**src/rtl/id_ex_register_if.sv**
```systemverilog
// Decode-to-execute bundle: decoded operands and controls in, registered EX-stage copies out.
// The register block takes the slave side; the decode stage and hazard/debug units use master.
interface id_ex_register_if #(
    parameter int LEN         = 32,
    parameter int NB_ADDR     = 5,
    parameter int NB_CTRL_EX  = 4,
    parameter int NB_CTRL_MEM = 3,
    parameter int NB_CTRL_WB  = 2,
    parameter int NB_CNT      = 16
);
    logic                   i_enable;
    logic                   i_stall_flag;
    logic                   i_flush;
    logic [LEN-1:0]         i_pc_next;
    logic [LEN-1:0]         i_read_data_1;
    logic [LEN-1:0]         i_read_data_2;
    logic [LEN-1:0]         i_sign_ext;
    logic [NB_ADDR-1:0]     i_rs;
    logic [NB_ADDR-1:0]     i_rt;
    logic [NB_ADDR-1:0]     i_rd;
    logic [NB_CTRL_EX-1:0]  i_ctrl_ex;
    logic [NB_CTRL_MEM-1:0] i_ctrl_mem;
    logic [NB_CTRL_WB-1:0]  i_ctrl_wb;

    logic [LEN-1:0]         o_pc_next;
    logic [LEN-1:0]         o_read_data_1;
    logic [LEN-1:0]         o_read_data_2;
    logic [LEN-1:0]         o_sign_ext;
    logic [NB_ADDR-1:0]     o_rs;
    logic [NB_ADDR-1:0]     o_rt;
    logic [NB_ADDR-1:0]     o_rd;
    logic [NB_CTRL_EX-1:0]  o_ctrl_ex;
    logic [NB_CTRL_MEM-1:0] o_ctrl_mem;
    logic [NB_CTRL_WB-1:0]  o_ctrl_wb;
    logic                   o_mem_read;
    logic                   o_valid;
    logic [NB_CNT-1:0]      o_bubble_count;

    modport master (
        output i_enable, i_stall_flag, i_flush, i_pc_next, i_read_data_1, i_read_data_2,
               i_sign_ext, i_rs, i_rt, i_rd, i_ctrl_ex, i_ctrl_mem, i_ctrl_wb,
        input  o_pc_next, o_read_data_1, o_read_data_2, o_sign_ext, o_rs, o_rt, o_rd,
               o_ctrl_ex, o_ctrl_mem, o_ctrl_wb, o_mem_read, o_valid, o_bubble_count
    );

    modport slave (
        input  i_enable, i_stall_flag, i_flush, i_pc_next, i_read_data_1, i_read_data_2,
               i_sign_ext, i_rs, i_rt, i_rd, i_ctrl_ex, i_ctrl_mem, i_ctrl_wb,
        output o_pc_next, o_read_data_1, o_read_data_2, o_sign_ext, o_rs, o_rt, o_rd,
               o_ctrl_ex, o_ctrl_mem, o_ctrl_wb, o_mem_read, o_valid, o_bubble_count
    );
endinterface

```
**src/rtl/id_ex_register.sv**
```systemverilog
// ID/EX pipeline register: captures decode outputs; zeroes controls on stall/flush and counts bubbles.
// Latency: 1 cycle for every field; o_mem_read is a direct slice of the registered MEM control.
// Backpressure: i_enable=0 freezes every register, stall and flush included.
module id_ex_register #(
    parameter int LEN         = 32,
    parameter int NB_ADDR     = 5,
    parameter int NB_CTRL_EX  = 4,
    parameter int NB_CTRL_MEM = 3,
    parameter int NB_CTRL_WB  = 2,
    parameter int MEMREAD_BIT = 1,
    parameter int NB_CNT      = 16
) (
    input  logic             i_clk,
    input  logic             i_reset,
    id_ex_register_if.slave  bus
);
    typedef struct packed {
        logic [LEN-1:0]     pc_next;
        logic [LEN-1:0]     read_data_1;
        logic [LEN-1:0]     read_data_2;
        logic [LEN-1:0]     sign_ext;
        logic [NB_ADDR-1:0] rs;
        logic [NB_ADDR-1:0] rt;
        logic [NB_ADDR-1:0] rd;
    } data_t;

    typedef struct packed {
        logic [NB_CTRL_EX-1:0]  ex;
        logic [NB_CTRL_MEM-1:0] mem;
        logic [NB_CTRL_WB-1:0]  wb;
    } ctrl_t;

    data_t             data_d, data_q;
    ctrl_t             ctrl_d, ctrl_q;
    logic              valid_q;
    logic [NB_CNT-1:0] cnt_q;
    logic              bubble;
    logic              cnt_sat;

    assign data_d  = '{pc_next: bus.i_pc_next, read_data_1: bus.i_read_data_1,
                       read_data_2: bus.i_read_data_2, sign_ext: bus.i_sign_ext,
                       rs: bus.i_rs, rt: bus.i_rt, rd: bus.i_rd};
    assign ctrl_d  = '{ex: bus.i_ctrl_ex, mem: bus.i_ctrl_mem, wb: bus.i_ctrl_wb};
    // Flush and stall on the same edge are a single bubble.
    assign bubble  = bus.i_flush | bus.i_stall_flag;
    assign cnt_sat = &cnt_q;

    always_ff @(posedge i_clk or posedge i_reset) begin
        if (i_reset) begin
            data_q  <= '0;
            ctrl_q  <= '0;
            valid_q <= 1'b0;
            cnt_q   <= '0;
        end else if (bus.i_enable) begin
            // Addresses still capture during a bubble so o_rt tracks the stalled instruction.
            data_q <= data_d;
            if (bubble) begin
                ctrl_q  <= '0;
                valid_q <= 1'b0;
                if (!cnt_sat) begin
                    cnt_q <= cnt_q + NB_CNT'(1);
                end
            end else begin
                ctrl_q  <= ctrl_d;
                valid_q <= 1'b1;
            end
        end
    end

    assign bus.o_pc_next      = data_q.pc_next;
    assign bus.o_read_data_1  = data_q.read_data_1;
    assign bus.o_read_data_2  = data_q.read_data_2;
    assign bus.o_sign_ext     = data_q.sign_ext;
    assign bus.o_rs           = data_q.rs;
    assign bus.o_rt           = data_q.rt;
    assign bus.o_rd           = data_q.rd;
    assign bus.o_ctrl_ex      = ctrl_q.ex;
    assign bus.o_ctrl_mem     = ctrl_q.mem;
    assign bus.o_ctrl_wb      = ctrl_q.wb;
    assign bus.o_mem_read     = ctrl_q.mem[MEMREAD_BIT];
    assign bus.o_valid        = valid_q;
    assign bus.o_bubble_count = cnt_q;
endmodule

```
**src/flat_wrapper.sv**
```systemverilog
// flat-port wrapper written by rule: the top's interface ports become plain ports
module id_ex_register_flat 
#(
    parameter int LEN         = 32,
    parameter int NB_ADDR     = 5,
    parameter int NB_CTRL_EX  = 4,
    parameter int NB_CTRL_MEM = 3,
    parameter int NB_CTRL_WB  = 2,
    parameter int MEMREAD_BIT = 1,
    parameter int NB_CNT      = 16
)
  (i_clk, i_reset, bus_i_enable, bus_i_stall_flag, bus_i_flush, bus_i_pc_next, bus_i_read_data_1, bus_i_read_data_2, bus_i_sign_ext, bus_i_rs, bus_i_rt, bus_i_rd, bus_i_ctrl_ex, bus_i_ctrl_mem, bus_i_ctrl_wb, bus_o_pc_next, bus_o_read_data_1, bus_o_read_data_2, bus_o_sign_ext, bus_o_rs, bus_o_rt, bus_o_rd, bus_o_ctrl_ex, bus_o_ctrl_mem, bus_o_ctrl_wb, bus_o_mem_read, bus_o_valid, bus_o_bubble_count);
  id_ex_register_if #(.LEN(LEN), .NB_ADDR(NB_ADDR), .NB_CTRL_EX(NB_CTRL_EX), .NB_CTRL_MEM(NB_CTRL_MEM), .NB_CTRL_WB(NB_CTRL_WB), .NB_CNT(NB_CNT)) bus_i ();
  input  logic i_clk;
  input  logic i_reset;
  input wire logic [$bits(bus_i.i_enable)-1:0] bus_i_enable;
  input wire logic [$bits(bus_i.i_stall_flag)-1:0] bus_i_stall_flag;
  input wire logic [$bits(bus_i.i_flush)-1:0] bus_i_flush;
  input wire logic [$bits(bus_i.i_pc_next)-1:0] bus_i_pc_next;
  input wire logic [$bits(bus_i.i_read_data_1)-1:0] bus_i_read_data_1;
  input wire logic [$bits(bus_i.i_read_data_2)-1:0] bus_i_read_data_2;
  input wire logic [$bits(bus_i.i_sign_ext)-1:0] bus_i_sign_ext;
  input wire logic [$bits(bus_i.i_rs)-1:0] bus_i_rs;
  input wire logic [$bits(bus_i.i_rt)-1:0] bus_i_rt;
  input wire logic [$bits(bus_i.i_rd)-1:0] bus_i_rd;
  input wire logic [$bits(bus_i.i_ctrl_ex)-1:0] bus_i_ctrl_ex;
  input wire logic [$bits(bus_i.i_ctrl_mem)-1:0] bus_i_ctrl_mem;
  input wire logic [$bits(bus_i.i_ctrl_wb)-1:0] bus_i_ctrl_wb;
  output wire logic [$bits(bus_i.o_pc_next)-1:0] bus_o_pc_next;
  output wire logic [$bits(bus_i.o_read_data_1)-1:0] bus_o_read_data_1;
  output wire logic [$bits(bus_i.o_read_data_2)-1:0] bus_o_read_data_2;
  output wire logic [$bits(bus_i.o_sign_ext)-1:0] bus_o_sign_ext;
  output wire logic [$bits(bus_i.o_rs)-1:0] bus_o_rs;
  output wire logic [$bits(bus_i.o_rt)-1:0] bus_o_rt;
  output wire logic [$bits(bus_i.o_rd)-1:0] bus_o_rd;
  output wire logic [$bits(bus_i.o_ctrl_ex)-1:0] bus_o_ctrl_ex;
  output wire logic [$bits(bus_i.o_ctrl_mem)-1:0] bus_o_ctrl_mem;
  output wire logic [$bits(bus_i.o_ctrl_wb)-1:0] bus_o_ctrl_wb;
  output wire logic [$bits(bus_i.o_mem_read)-1:0] bus_o_mem_read;
  output wire logic [$bits(bus_i.o_valid)-1:0] bus_o_valid;
  output wire logic [$bits(bus_i.o_bubble_count)-1:0] bus_o_bubble_count;
  assign bus_i.i_enable = bus_i_enable;
  assign bus_i.i_stall_flag = bus_i_stall_flag;
  assign bus_i.i_flush = bus_i_flush;
  assign bus_i.i_pc_next = bus_i_pc_next;
  assign bus_i.i_read_data_1 = bus_i_read_data_1;
  assign bus_i.i_read_data_2 = bus_i_read_data_2;
  assign bus_i.i_sign_ext = bus_i_sign_ext;
  assign bus_i.i_rs = bus_i_rs;
  assign bus_i.i_rt = bus_i_rt;
  assign bus_i.i_rd = bus_i_rd;
  assign bus_i.i_ctrl_ex = bus_i_ctrl_ex;
  assign bus_i.i_ctrl_mem = bus_i_ctrl_mem;
  assign bus_i.i_ctrl_wb = bus_i_ctrl_wb;
  assign bus_o_pc_next = bus_i.o_pc_next;
  assign bus_o_read_data_1 = bus_i.o_read_data_1;
  assign bus_o_read_data_2 = bus_i.o_read_data_2;
  assign bus_o_sign_ext = bus_i.o_sign_ext;
  assign bus_o_rs = bus_i.o_rs;
  assign bus_o_rt = bus_i.o_rt;
  assign bus_o_rd = bus_i.o_rd;
  assign bus_o_ctrl_ex = bus_i.o_ctrl_ex;
  assign bus_o_ctrl_mem = bus_i.o_ctrl_mem;
  assign bus_o_ctrl_wb = bus_i.o_ctrl_wb;
  assign bus_o_mem_read = bus_i.o_mem_read;
  assign bus_o_valid = bus_i.o_valid;
  assign bus_o_bubble_count = bus_i.o_bubble_count;
  id_ex_register #(.LEN(LEN), .NB_ADDR(NB_ADDR), .NB_CTRL_EX(NB_CTRL_EX), .NB_CTRL_MEM(NB_CTRL_MEM), .NB_CTRL_WB(NB_CTRL_WB), .MEMREAD_BIT(MEMREAD_BIT), .NB_CNT(NB_CNT)) u_core (.i_clk(i_clk), .i_reset(i_reset), .bus(bus_i));
endmodule
```
**config.mk**
```make
export PLATFORM = sky130hd
export DESIGN_NAME = id_ex_register_flat
export DESIGN_NICKNAME = d
export VERILOG_FILES = /design/src/rtl/id_ex_register_if.sv /design/src/rtl/id_ex_register.sv /design/src/flat_wrapper.sv
export SDC_FILE = /design/constraint.sdc
export NUM_CORES = 1
export LEC_CHECK = 0
export ABC_CLOCK_PERIOD_IN_PS = 4800
export BUFFER_PORTS_ARGS = -buffer_cell sky130_fd_sc_hd__clkbuf_2
export CORE_ASPECT_RATIO = 0.8
export CORE_MARGIN = 2
export CORE_UTILIZATION = 41
export CTS_CLUSTER_DIAMETER = 60
export DETAILED_ROUTE_END_ITERATION = 6
export GPL_TIMING_DRIVEN = 0
export PLACE_DENSITY = 0.81
export SLEW_MARGIN = 30
export SYNTH_ARGS = -nofsm -noshare
export SYNTH_HDL_FRONTEND = slang
export SYNTH_SLANG_ARGS = --single-unit
```
**constraint.sdc**
```tcl
create_clock -name i_clk -period 4.8 [get_ports i_clk]
set_input_delay 0.24 -clock i_clk [delete_from_list [all_inputs] [get_ports i_clk]]
set_output_delay 0.24 -clock i_clk [all_outputs]
set_load 0.1 [all_outputs]
```
# == Word level (Yosys, flattened, before mapping) ==
# Index checks and enable logic that the tools add are counted.
# word_totals
reg_bits,169
latch_bits,0
ramBits,0
romBits,0
input_bits,157
output_inout_bits,170
word_cells,19
mem_count,0
# op_classes
addsub,1
n_mul,0
div_mod_pow,0
magnitude_cmp,0
eq_ne,0
shifts,0
muxes,2
bitwise,2
reduce_logical,2
# op_table
cell,n
$add A16 B1 Y16 const B,1
$reduce_and A16 Y1,1
$mux W9,1
$reduce_and A3 Y1,1
$mux W1,1
$not A1 Y1,1
$or A1 B1 Y1,1

# == Depth between registers and ports, before layout ==
# Gate-level depths: netlist (run 1).
# depth
depth_word,3
mapped_depth,6
ltp_nobuf,5

# == Worst setup path before layout (run 1) ==
# No wires, ideal clock.
# synth_timing
path_type,reg2reg
startpoint,reg u_core.cnt_q[0] (netlist: u_core.bus.o_bubble_count[0])
endpoint,reg u_core.cnt_q[1] (netlist: u_core.bus.o_bubble_count[1])
setup_ps,127
arrival_time_ps,2090
required_time_ps,4673
path_slack_ps,2584
stages_incl_launch_ff,7
path_buffers,1
period_less_slack_ps,2216
path_cell_list,dfrtp_1 -> ha_1 -> and3_2 -> and4bb_1 -> buf_6 -> nor2_4 -> mux2_4
# synth_between
elab_chain_len,3
word_cells_on_any_way,4
cone_classes,add/sub: 1; bitwise: 1; reduce/logical: 2
# synth_rtl
item,line,source
start: declaration,id_ex_register.sv:36,logic [NB_CNT-1:0] cnt_q;
start signal: assignment,id_ex_register.sv:61,cnt_q <= cnt_q + NB_CNT'(1);
branches (longest 3 deep; another with $add A16 B1 Y16),--,
# Parallel ways; which one is timed is not known.
# A chain may end at the register's enable or synchronous reset.

# == Worst setup path after layout (run 1) ==
# layout_timing
startpoint,reg u_core.cnt_q[0] (netlist: u_core.bus.o_bubble_count[0])
endpoint,reg u_core.cnt_q[11] (netlist: u_core.bus.o_bubble_count[11])
# The elaborated chain is that of the path after synthesis.

==> out/results.ini, run 1 <==
[grt]
grt_max_degree=32
grt_overflow=0
grt_pass1_vias=4620
grt_pass1_wl_um=23800
antenna_found_initial=0
grt_usage=0.186

[floorplan]
dieArea_um2=16800
rows=41
die_width_um=144
start_util=0.415
core-area_um2=15600
ios=327
die_h_um=116

[drt]
firstDrtPassIters=5
vias=4641
drc_errors=0
drt-initial-drc-count=165
drt_wl_total_um=15800
wl_per_cell_um=16.2
ant_nets=0
vias_per_cell=4.74

[logic_synthesis]
synth_top_area_frac=0.654
ys.flop_type=dfrtp_1
synth_compound_area_frac=0.0215
syn_area_um2=6470
yosysUniqueCellTypes=32
synth_area_per_cell_um2=16.2
syn_inst=399
synthMuxAreaShare=0.251
synth_nets=557
yosys.area.top_type=dfrtp_1
synth_edf_count=0
ys_ff_latch=169
synthAdderAreaFrac=0.00193
synth-async-reset-ratio=1.00
synthXorXnorAreaFrac=0.0203
synth_warnings=0
synth_simple_gate_area_frac=0.0333
synth_top_family_by_area=multiplexers
synthTopCellsByArea=dfrtp_1 65%, mux2_2 25%, xor2_1 1.9%
yosysSeqAreaShare=0.654

[cells_and_area]
syn2layout_area_growth_pct=41.0
num_antenna_cells=0
nets=909
drive_gt1_frac=0.694

[sta]
tns_ns=0
hold_viol_final=0
slew_headroom=0.489
fin_skew_ns=0.0116
drv_slew=0
finalCriticalPeriod_ns=1.77
rsz0062_at_grt=false
max_clock_freq_mhz=564
setup_violations=0
whs_ns=0.0308
worst_slew_pin_slew_ns=0.762
period_share=0.370

[worst_setup_path]
cp-start-kind=flip-flop
crit-reg2reg-launch=u_core.bus.o_bubble_count[0]$_DFFE_PP0P_
crit_start=u_core.bus.o_bubble_count[0]$_DFFE_PP0P_
required_ns=5.14
crit_path_end=u_core.bus.o_bubble_count[11]$_DFFE_PP0P_
worst-path-max-fanout=9
criticalPathCategory=reg -> reg
reg2reg_slack_ns=3.03
r2r_end=u_core.bus.o_bubble_count[11]$_DFFE_PP0P_
cp-end-kind=flip-flop
cp.arrival_ns=2.12
rr_worst_depth=6

[clock_network]
clockBufferDepth=2
ctsHtreeMaxLevel=4
cts_sinks=169
cts_hold_buffers=1
post_cts_buffers=0
clkLatencyLatePin_ns=0.42
clk_pin_slew_ns=0.07
cts_resized=0
root_buffer=clkbuf_16
cts_buffers=17
cts_tree=yes

[placed_design]
globalplace.congestion=0.846
numPortBuffers=325
hpwl_um=12400

[hold_path]
holdCritPathClass=in -> reg
min_path_cells=2

[power]
p_clk_frac=0.289
power.leakage_nw=4.60
vdd_drop_max_v=0.000288
p_seq_frac=0.358
p_per_area_nw_per_um2=515
internal-power_mw=2.65
swShare=0.435
combPwrFrac=0.354
p_sw_mw=2.04

[status]
status=finished, final reports clean

[job]
cap_violations=0

[worst max-delay path: stages (launching register included)]
cell and delay, ns:
dfrtp_1 0.43, ha_1 0.24, and3_2 0.24, and4bb_1 0.20, buf_6 0.15, nor4b_4 0.26
xor2_1 0.18
[cell families after synthesis]
family | Yosys count
xor gates and xnor gates | 15
muxes | 144
buffers and inverters | 21
DFF | 169
and+or+nand+nor | 33
adders and majority gates | 1
AOI/OAI and AO/OA | 16
[worst min-delay path by stage]
| stage | from | to |
|---|---|---|
| floorplan | bus_i_ctrl_ex[0] | u_core.bus.o_ctrl_ex[0]$_DFFE_PP0P_ |
| finish | bus_i_ctrl_mem[2] | u_core.bus.o_ctrl_mem[2]$_DFFE_PP0P_ |
| CTS | bus_i_ctrl_mem[2] | u_core.bus.o_ctrl_mem[2]$_DFFE_PP0P_ |
| global placement | bus_i_ctrl_mem[1] | u_core.bus.o_ctrl_mem[1]$_DFFE_PP0P_ |
| global route | bus_i_ctrl_mem[2] | u_core.bus.o_ctrl_mem[2]$_DFFE_PP0P_ |
| detailed placement | i_reset | u_core.bus.o_sign_ext[11]$_DFFE_PP0P_ |
[power by group through the flow]
stage                     Sequential, mW  Combinational, mW  Clock, mW
after floorplan                     2.82              0.226          0
after global placement              1.70               1.64          0
after detailed placement            1.71               1.67          0
after CTS                           1.68               1.67       1.39
after global routing                1.70               1.71       1.44
final                               1.68               1.66       1.36
[cells in the mapped netlist, types with 2 or more instances]
cell / count
a211oi_1: 2
a22o_1: 9
and3_2: 2
and4_1: 2
buf_2: 14
buf_6: 2
clkbuf_1: 2
dfrtp_1: 169
inv_1: 2
mux2_2: 143
nand2_1: 6
nand3_1: 5
nand4_1: 2
nor2_1: 4
nor3_1: 5
xor2_1: 14
[layer usage]
layer | up-vias | wire, µm | global-route usage
met5 | - | 0 | 0
li1 | 2131 | - | -
met4 | 0 | 255 | 0.0647
met2 | 212 | 8140 | 0.327
met3 | 18 | 1430 | 0.0713
met1 | 2280 | 6010 | 0.210
[stage by stage]
stage	instance area (µm²)	setup slack (ns)	cells	util	power [mW]
2_1_floorplan	6470	2.41	399	-	3.05
6_report	9120	3.03	979	0.585	4.70
3_5_place_dp	8530	3.04	946	0.547	3.38
4_1_cts	9120	3.02	979	0.585	4.74
5_1_grt	9120	2.92	979	0.585	4.85
3_3_place_gp	8370	1.41	939	0.537	3.34
[placed cells by master, fill, tap and decap left out, types with 5 or more instances in the layout]
cell type and count:
clkinvlp_4 5, clkbuf_16 17, nand2_1 6, a22o_1 9
clkbuf_2 325, clkbuf_1 5, xor2_1 14, dfrtp_1 169
buf_2 14, nor3_1 5, mux2_2 143, nand3_1 5
[state kept, by name, summed over array words and instances (netlist names)]
register                   flops
u_core.bus.o_rt                5
u_core.bus.o_valid             1
u_core.bus.o_bubble_count     16
u_core.bus.o_rs                5
u_core.bus.o_ctrl_ex           4
u_core.bus.o_read_data_1      32
u_core.bus.o_rd                5
u_core.bus.o_pc_next          32
u_core.bus.o_sign_ext         32
u_core.bus.o_read_data_2      32
u_core.bus.o_ctrl_mem          3
u_core.bus.o_ctrl_wb           2
[final cells by class]
cell class                 instances  area (µm²)
fill                            1317        6480
buffer                            19         108
timing repair buffer             333        1800
inverter                           2        11.3
multi-input combinational        209        2120
sequential                       169        4230
clock inverter                    12         141
clock buffer                      20         437
tap                              215         269
(Power assumes the default switching activity.)
==> inputs of run 2 (changes only) <==
--- a/config.mk
+++ b/config.mk
@@ -5,15 +5,15 @@
 export SDC_FILE = /design/constraint.sdc
 export NUM_CORES = 1
 export LEC_CHECK = 0
-export ABC_CLOCK_PERIOD_IN_PS = 4800
+export ABC_CLOCK_PERIOD_IN_PS = 1700
 export BUFFER_PORTS_ARGS = -buffer_cell sky130_fd_sc_hd__clkbuf_2
 export CORE_ASPECT_RATIO = 0.8
 export CORE_MARGIN = 2
-export CORE_UTILIZATION = 41
+export CORE_UTILIZATION = 46
 export CTS_CLUSTER_DIAMETER = 60
 export DETAILED_ROUTE_END_ITERATION = 6
 export GPL_TIMING_DRIVEN = 0
-export PLACE_DENSITY = 0.81
+export PLACE_DENSITY = 0.86
 export SLEW_MARGIN = 30
 export SYNTH_ARGS = -nofsm -noshare
 export SYNTH_HDL_FRONTEND = slang
==> constraint.sdc (replaced) <==
create_clock -name i_clk -period 1.7 [get_ports i_clk]
set_input_delay 0.085 -clock i_clk [delete_from_list [all_inputs] [get_ports i_clk]]
set_output_delay 0.085 -clock i_clk [all_outputs]
set_load 0.1 [all_outputs]
==> out/results.ini, run 2 (synthesized netlist as in run 1, its figures left out) <==
[status]
status=finished, final reports clean

[grt]
grt_usage=0.287
grt_max_degree=35
grt_pass1_wl_um=32000
grt_overflow=0
grt_pass1_vias=6095
antenna_found_initial=1

[drt]
drt-initial-drc-count=266
drt_wl_total_um=21800
wl_per_cell_um=19.8
vias_per_cell=5.04
drc_errors=0
firstDrtPassIters=4
vias=5535
ant_nets=0

[floorplan]
ios=327
die_h_um=110
rows=38
dieArea_um2=15000
die_width_um=137
core-area_um2=13600
start_util=0.474

[worst_setup_path]
cp-start-kind=flip-flop
cp-end-kind=flip-flop
criticalPathCategory=reg -> reg
worst-path-max-fanout=9
required_ns=2.00
cp.arrival_ns=1.98

[cells_and_area]
fin_util=0.779
syn2layout_area_growth_pct=64.3
nets=1064
mostFrequentLayoutCell=clkbuf_2
fillers=748
instances_no_fill=1099
drive_gt1_frac=0.583
mostFrequentLayoutCells=325 x clkbuf_2, 169 x dfrtp_1, 153 x dlygate4sd3_1

[sta]
setup_violations=0
tns_ns=0
hold_viol_final=0
worst_slew_pin_slew_ns=0.698
max_clock_freq_mhz=597
fin_skew_ns=0.0116
drv_slew=0
period_share=0.986
slew_headroom=0.532
finalCriticalPeriod_ns=1.68

[clock_network]
cts_tree=yes
cts_sinks=169
clockBufferDepth=2
cts_buffers=17
root_buffer=clkbuf_16
clk_pin_slew_ns=0.07
clkLatencyLatePin_ns=0.42
ctsHtreeMaxLevel=4

[power]
power_mw=13.7
p_per_area_nw_per_um2=1290
vdd_drop_max_v=0.000817
power.leakage_nw=5.26

[placed_design]
dp_cells=910
hpwl_um=13100
numPortBuffers=325
globalplace.congestion=0.834

[job]
cap_violations=0

[hold_path]
holdCritPathClass=in -> reg

[run 2: cell type report]
cell class                      count  area, µm²  area share
Tap cell                          180        225      0.0212
Multi-Input combinational cell    209       2130       0.201
Sequential cell                   169       4230       0.398
Timing Repair Buffer              488       3340       0.314
Clock buffer                       20        457      0.0430
Buffer                             19        108      0.0101
Inverter                            2       11.3     0.00106
Clock inverter                     11        123      0.0115
Antenna cell                        1       2.50    0.000236
[run 2: stage by stage]
stage	cell area (µm²)	hold slack, ns	setup slack [ns]
floorplan	6470	0.214	-0.540
global placement	8320	0.301	-1.28
detailed placement	8470	0.186	-0.0649
CTS	10600	0.134	0.000577
global route	10600	0.159	-0.00937
finish	10600	0.140	0.0243
[run 2: layer usage]
metal / global-route usage / wire length [µm] / vias up
met5: 0 / 0 / -
met4: 0.131 / 724 / 0
met3: 0.0773 / 1520 / 53
met2: 0.533 / 11600 / 292
met1: 0.306 / 7960 / 2755
li1: - / - / 2435
[run 2: where the power goes]
| group | switching, mW | internal (mW) | total [mW] | leakage [nW] |
|---|---|---|---|---|
| logic | 4.02 | 1.12 | 5.15 | 2.97 |
| clock network | 1.56 | 2.23 | 3.79 | 0.274 |
| registers | 0.333 | 4.46 | 4.79 | 2.02 |
| total | 5.91 | 7.81 | 13.7 | 5.26 |
[run 2: path summary, 6_finish.rpt]
check	startpoint	end	slack, ns	depth (start not counted)
worst min register to register	u_core.bus.o_bubble_count[15]$_DFFE_PP0P_	u_core.bus.o_bubble_count[15]$_DFFE_PP0P_	0.50	1
worst min-delay path	bus_i_flush	u_core.bus.o_valid$_DFFE_PP0P_	0.14	3
worst max-delay path	u_core.bus.o_bubble_count[0]$_DFFE_PP0P_	u_core.bus.o_bubble_count[1]$_DFFE_PP0P_	0.02	6
max in group asynchronous	i_reset	u_core.bus.o_pc_next[6]$_DFFE_PP0P_	0.50	6
min in group asynchronous	i_reset	u_core.bus.o_sign_ext[16]$_DFFE_PP0P_	0.31	3
worst max register to register	u_core.bus.o_bubble_count[0]$_DFFE_PP0P_	u_core.bus.o_bubble_count[1]$_DFFE_PP0P_	0.02	6
[run 2: what timing repair did]
| action | in CTS | in global routing |
|---|---|---|
| hold buffers | 153 | 0 |
| hold endpoints to repair | 172 | 0 |
| pin swaps | 0 | 3 |
| buffers inserted | 2 | 2 |
| setup endpoints to repair | 8 | 7 |
| resized for setup | 0 | 2 |
[run 2: critical path: stages, from the launching register on]
cell	delay, ns
dfrtp_1	0.39
ha_1	0.21
and3_4	0.19
and4bb_1	0.19
buf_6	0.15
nor2_4	0.12
mux2_4	0.30
